<file path="src/rtl/ksa.sv">
`default_nettype none
// ============================================================================
// Module  : ksa
// Purpose : ARC4 key-scheduling stage; permutes the shared 256x8 S memory in
//           place with the latched key, one 6-cycle iteration per index i.
// Rev     : 1.0  initial release
// ============================================================================
module ksa #(
    parameter int KEY_BYTES = 3
) (
    input  logic                   clk,
    input  logic                   rst,
    input  logic                   en,
    output logic                   rdy,
    input  logic [8*KEY_BYTES-1:0] key,
    output logic [7:0]             addr,
    input  logic [7:0]             rddata,
    output logic [7:0]             wrdata,
    output logic                   wren
);

    localparam int KIDX_W = (KEY_BYTES > 1) ? $clog2(KEY_BYTES) : 1;
    localparam logic [KIDX_W-1:0] KIDX_LAST = KIDX_W'(KEY_BYTES - 1);

    typedef enum logic [2:0] {
        S_IDLE  = 3'd0,
        S_RD_I  = 3'd1,
        S_LAT_I = 3'd2,
        S_RD_J  = 3'd3,
        S_LAT_J = 3'd4,
        S_WR_I  = 3'd5,
        S_WR_J  = 3'd6
    } state_t;

    state_t                   state_q, state_d;
    logic [8*KEY_BYTES-1:0]   key_q, key_d;
    logic [7:0]               i_q, i_d, j_q, j_d, si_q, si_d, sj_q, sj_d;
    logic [KIDX_W-1:0]        kidx_q, kidx_d;
    logic [7:0]               addr_q, addr_d, wrdata_q, wrdata_d;
    logic                     wren_q, wren_d, rdy_q, rdy_d;
    logic [7:0]               keybyte;

    // Byte 0 is the most significant byte of the key.
    always_comb begin
        keybyte = key_q[8*KEY_BYTES-1 -: 8];
        for (int k = 0; k < KEY_BYTES; k++) begin
            if (kidx_q == KIDX_W'(k)) keybyte = key_q[8*(KEY_BYTES-k)-1 -: 8];
        end
    end

    // Outputs are computed one cycle ahead so they are registered in the state they belong to.
    always_comb begin
        state_d  = state_q;
        key_d    = key_q;
        i_d      = i_q;
        j_d      = j_q;
        si_d     = si_q;
        sj_d     = sj_q;
        kidx_d   = kidx_q;
        addr_d   = addr_q;
        wrdata_d = wrdata_q;
        wren_d   = 1'b0;
        rdy_d    = rdy_q;
        case (state_q)
            S_IDLE: begin
                if (en && rdy_q) begin
                    key_d   = key;
                    i_d     = 8'd0;
                    j_d     = 8'd0;
                    kidx_d  = '0;
                    rdy_d   = 1'b0;
                    addr_d  = 8'd0;
                    state_d = S_RD_I;
                end
            end
            S_RD_I:  state_d = S_LAT_I;
            S_LAT_I: begin
                si_d    = rddata;
                j_d     = j_q + rddata + keybyte;
                addr_d  = j_d;
                state_d = S_RD_J;
            end
            S_RD_J:  state_d = S_LAT_J;
            S_LAT_J: begin
                sj_d     = rddata;
                addr_d   = i_q;
                wrdata_d = rddata;
                wren_d   = 1'b1;
                state_d  = S_WR_I;
            end
            S_WR_I: begin
                addr_d   = j_q;
                wrdata_d = si_q;
                wren_d   = 1'b1;
                state_d  = S_WR_J;
            end
            S_WR_J: begin
                if (i_q == 8'd255) begin
                    addr_d   = 8'd0;
                    wrdata_d = 8'd0;
                    rdy_d    = 1'b1;
                    state_d  = S_IDLE;
                end else begin
                    i_d     = i_q + 8'd1;
                    kidx_d  = (kidx_q == KIDX_LAST) ? '0 : kidx_q + KIDX_W'(1);
                    addr_d  = i_q + 8'd1;
                    state_d = S_RD_I;
                end
            end
            default: begin
                addr_d   = 8'd0;
                wrdata_d = 8'd0;
                rdy_d    = 1'b1;
                state_d  = S_IDLE;
            end
        endcase
    end

    always_ff @(posedge clk or posedge rst) begin
        if (rst) begin
            state_q  <= S_IDLE;
            key_q    <= '0;
            i_q      <= 8'd0;
            j_q      <= 8'd0;
            si_q     <= 8'd0;
            sj_q     <= 8'd0;
            kidx_q   <= '0;
            addr_q   <= 8'd0;
            wrdata_q <= 8'd0;
            wren_q   <= 1'b0;
            rdy_q    <= 1'b1;
        end else begin
            state_q  <= state_d;
            key_q    <= key_d;
            i_q      <= i_d;
            j_q      <= j_d;
            si_q     <= si_d;
            sj_q     <= sj_d;
            kidx_q   <= kidx_d;
            addr_q   <= addr_d;
            wrdata_q <= wrdata_d;
            wren_q   <= wren_d;
            rdy_q    <= rdy_d;
        end
    end

    assign addr   = addr_q;
    assign wrdata = wrdata_q;
    assign wren   = wren_q;
    assign rdy    = rdy_q;

endmodule
`default_nettype wire

</file>
<file path="config.mk">
export PLATFORM = sky130hd
export DESIGN_NAME = ksa
export DESIGN_NICKNAME = d
export VERILOG_FILES = /design/src/rtl/ksa.sv
export SDC_FILE = /design/constraint.sdc
export NUM_CORES = 1
export LEC_CHECK = 0
export BUFFER_PORTS_ARGS = -buffer_cell sky130_fd_sc_hd__buf_2
export CAP_MARGIN = 20
export CELL_PAD_IN_SITES_DETAIL_PLACEMENT = 1
export CELL_PAD_IN_SITES_GLOBAL_PLACEMENT = 2
export CORE_ASPECT_RATIO = 0.6
export CORE_MARGIN = 5
export CORE_UTILIZATION = 24
export CTS_CLUSTER_SIZE = 8
export DETAILED_ROUTE_END_ITERATION = 16
export GPL_TIMING_DRIVEN = 0
export PLACE_DENSITY_LB_ADDON = 0.25
export SYNTH_ARGS = -nofsm -noshare
export SYNTH_HDL_FRONTEND = slang
export SYNTH_SLANG_ARGS = --single-unit
</file>
<file path="constraint.sdc">
create_clock -name clk -period 6.75 [get_ports clk]
set_clock_uncertainty 0.1 [all_clocks]
set_input_delay 1.0125 -clock clk [delete_from_list [all_inputs] [get_ports clk]]
set_output_delay 1.0125 -clock clk [all_outputs]
set_load 0.005 [all_outputs]
</file>
==> results_dict.tcl <==
set metrics [dict create \
    area_growth_pct 22.95 \
    finalCriticalPeriod_ps 3946 \
    synth_cells 355 \
    drc 0 \
    setup-violations-final 0 \
    worstSetupEndpointType "flop" \
    vdd_ir_drop_max_mv 0.1471 \
    drive_above_1_share 0.2712 \
    layout_common_cells "70 x dfrtp_1, 62 x buf_2, 51 x nand2_1" \
    tightestPinTransition_ps 793.8 \
    die_y_um 106.7 \
    yosys-top-cells-area "dfrtp_1 47%, mux2_2 9.0%, mux2i_1 5.9%" \
    yosys.area.top_type "dfrtp_1" \
    layout_worst_path_cycle_share 0.5846 \
    cts_resized 0 \
    critPathLaunchType "flop" \
    antenna_cells 0 \
    yosysTopAreaCellShare 0.4684 \
    synth_seq_area_share 0.4754 \
    drt-total-wl_mm 11.24 \
    crit_type "flop to flop" \
    rsz0062_at_grt "no" \
    clk_pin_slew_ps 60 \
    dp_cells 611 \
    syn_area_um2 3740 \
    grt_max_degree 61 \
    timing.hold.ws_ps 368.2 \
    final_cells 627 \
    numClockSinks 71 \
    synth_top_flop_cell "dfrtp_1" \
    crit_required_ps 6870 \
    placed_area_um2 4284 \
    cts_setup_buffers 0 \
    critPathArrivalTime_ps 4060 \
    max_stage_delay_ps 510 \
    cap_violations 0 \
    path_cells "buf_2 -> buf_2 -> mux2i_1 -> a21oi_1 -> fa_1 -> fa_1 -> a211oi_1 -> o21ai_0 -> nand3_1 -> mux2i_1 -> a2111o_1" \
    dieArea_um2 18260 \
    drt-vias-per-instance 4.598 \
    path_buf_inv 2 \
    slew_headroom 0.4708 \
    hold_start "wrdata[2]" \
    tns_ps 0 \
    io_buffers 52 \
    fin_util 0.3000 \
    io_pins 53 \
    core.rowCount 35 \
    htreeDepth 3 \
    path_delay_family "compound AO/OA/AOI/OAI gates" \
    fmax_mhz 253.4 \
    finish.instance_area_um2 4598 \
    clk_latency_ps 330 \
    hold_viol 0 \
    p_total_mw 1.386 \
    async_flop_share 1.000 \
    synth_cell_types 41 \
    slowest_stage "fa_1" \
    cts_root_buf "clkbuf_16" \
    start_util 0.2440 \
    cp_max_fo 10 \
    cts_tree "yes" \
    startpoint "kidx_q[0]" \
    core_area_um2 15330 \
    overflow 0 \
    gp_congestion 0.7955 \
    status "finished, final reports clean" \
    postCtsHoldBufs 0 \
    synth_area_per_cell_um2 10.53 \
    cts-buffers-inserted 9 \
    nNetsFinal 469 \
    cts_max_path_buffers 2 \
    grt_pass1_vias 3102 \
    synth_edf_count 0 \
    die_w_um 171.2 \
    worst_slack_ps 2804 \
    ys_ff_latch 71 \
    vias 2883 \
    postSynthNetCount 405 \
    ant_nets 0 \
    maxSlewViolCount 0 \
    timing.rr.start "kidx_q[0]" \
    dr.pass1.iters 4 \
    powerDensity_nw_per_um2 301.5 \
    antenna_found_initial 0 \
    pre_cts_ws_ps 2875 \
    track_usage 0.1302 \
    first_iter_violations 164 \
    grt_pass1_wl_mm 17.95 \
    wire_per_inst_um 17.93 \
    yosysWarnings 0 \
    p_leak_nw 2.243 \
    hold_class "flop to flop" \
    dpl.hpwl_mm 8.714 \
    final_common_cell "dfrtp_1" \
]
[synth_stat cells, types with 2 or more instances]
cell type and count:
fa_1 8, clkbuf_1 5, a21oi_1 10, nor2b_1 5
mux2_2 30, nand3b_1 2, inv_1 17, or2_2 2
and3_1 2, nor2_1 17, o31ai_1 4, nand3_1 4
a21o_1 9, o21ai_0 37, a221o_1 3, xor2_1 2
a222oi_1 2, buf_2 10, and4_1 3, dfrtp_1 70
a211oi_1 6, ha_1 7, nand2b_1 3, nor4_1 2
xnor2_1 7, nand2_1 51, a2111o_1 2, mux2i_1 22
[worst reg2reg max path: stages, from the launching register on]
cell	delay (ps)
dfrtp_1	500
buf_2	340
buf_2	310
mux2i_1	120
a21oi_1	260
fa_1	510
fa_1	510
a211oi_1	380
o21ai_0	220
nand3_1	140
mux2i_1	110
a2111o_1	350
[routing by layer]
metal / track usage / vias up / routed length, um
li1: - / 1368 / -
met1: 0.2097 / 1435 / 6271
met2: 0.1715 / 73 / 4227
met3: 0.03279 / 7 / 655
met4: 0.02600 / 0 / 87
met5: 0 / - / 0
[path summary, 6_finish.rpt]
kind | end | slack (ps) | cells past startpoint
max | addr[7] | 2800 | 11
min | wrdata[2] | 370 | 2
max reg2reg | addr[7] | 2800 | 11
min reg2reg | wrdata[2] | 370 | 2
max in group asynchronous | key_q[10] | 5500 | 3
min in group asynchronous | i_q[2] | 490 | 2
[layout make-up]
| cell class | count | area, um2 |
|---|---|---|
| repair buffers | 53 | 287.8 |
| clock inverters | 6 | 85.08 |
| plain buffers | 17 | 81.33 |
| flip-flops and latches | 71 | 1778 |
| well taps | 203 | 254.0 |
| clock buffers | 10 | 229.0 |
| inverters | 17 | 66.31 |
| fillers | 1750 | 10730 |
| multi-input cells | 250 | 1817 |
[registers in the layout, summed over array words and instances, names as in the netlist]
| register | flops |
|---|---|
| si_q | 8 |
| j_q | 8 |
| wrdata | 8 |
| state_q | 3 |
| kidx_q | 2 |
| key_q | 24 |
| wren | 1 |
| addr | 8 |
| i_q | 8 |
| rdy | 1 |
[cell families (layout without fill, tap and decap cells)]
| kind of cell | Yosys count | after routing | share of synthesized area |
|---|---|---|---|
| xor+xnor | 9 | 9 | 0.02108 |
| compound gates | 79 | 79 | 0.1332 |
| flops | 71 | 71 | 0.4754 |
| simple gates | 95 | 95 | 0.1161 |
| mux | 52 | 52 | 0.1492 |
| buf+inv | 34 | 103 | 0.03881 |
| fa+ha+maj | 15 | 15 | 0.06624 |
[report_power, final]
part | internal [mW] | switching [mW] | leakage, nW
logic | 0.178 | 0.206 | 1.20
clock network | 0.322 | 0.189 | 0.148
registers | 0.465 | 0.0260 | 0.894
Note: power is estimated with default switching activity, not from simulation.
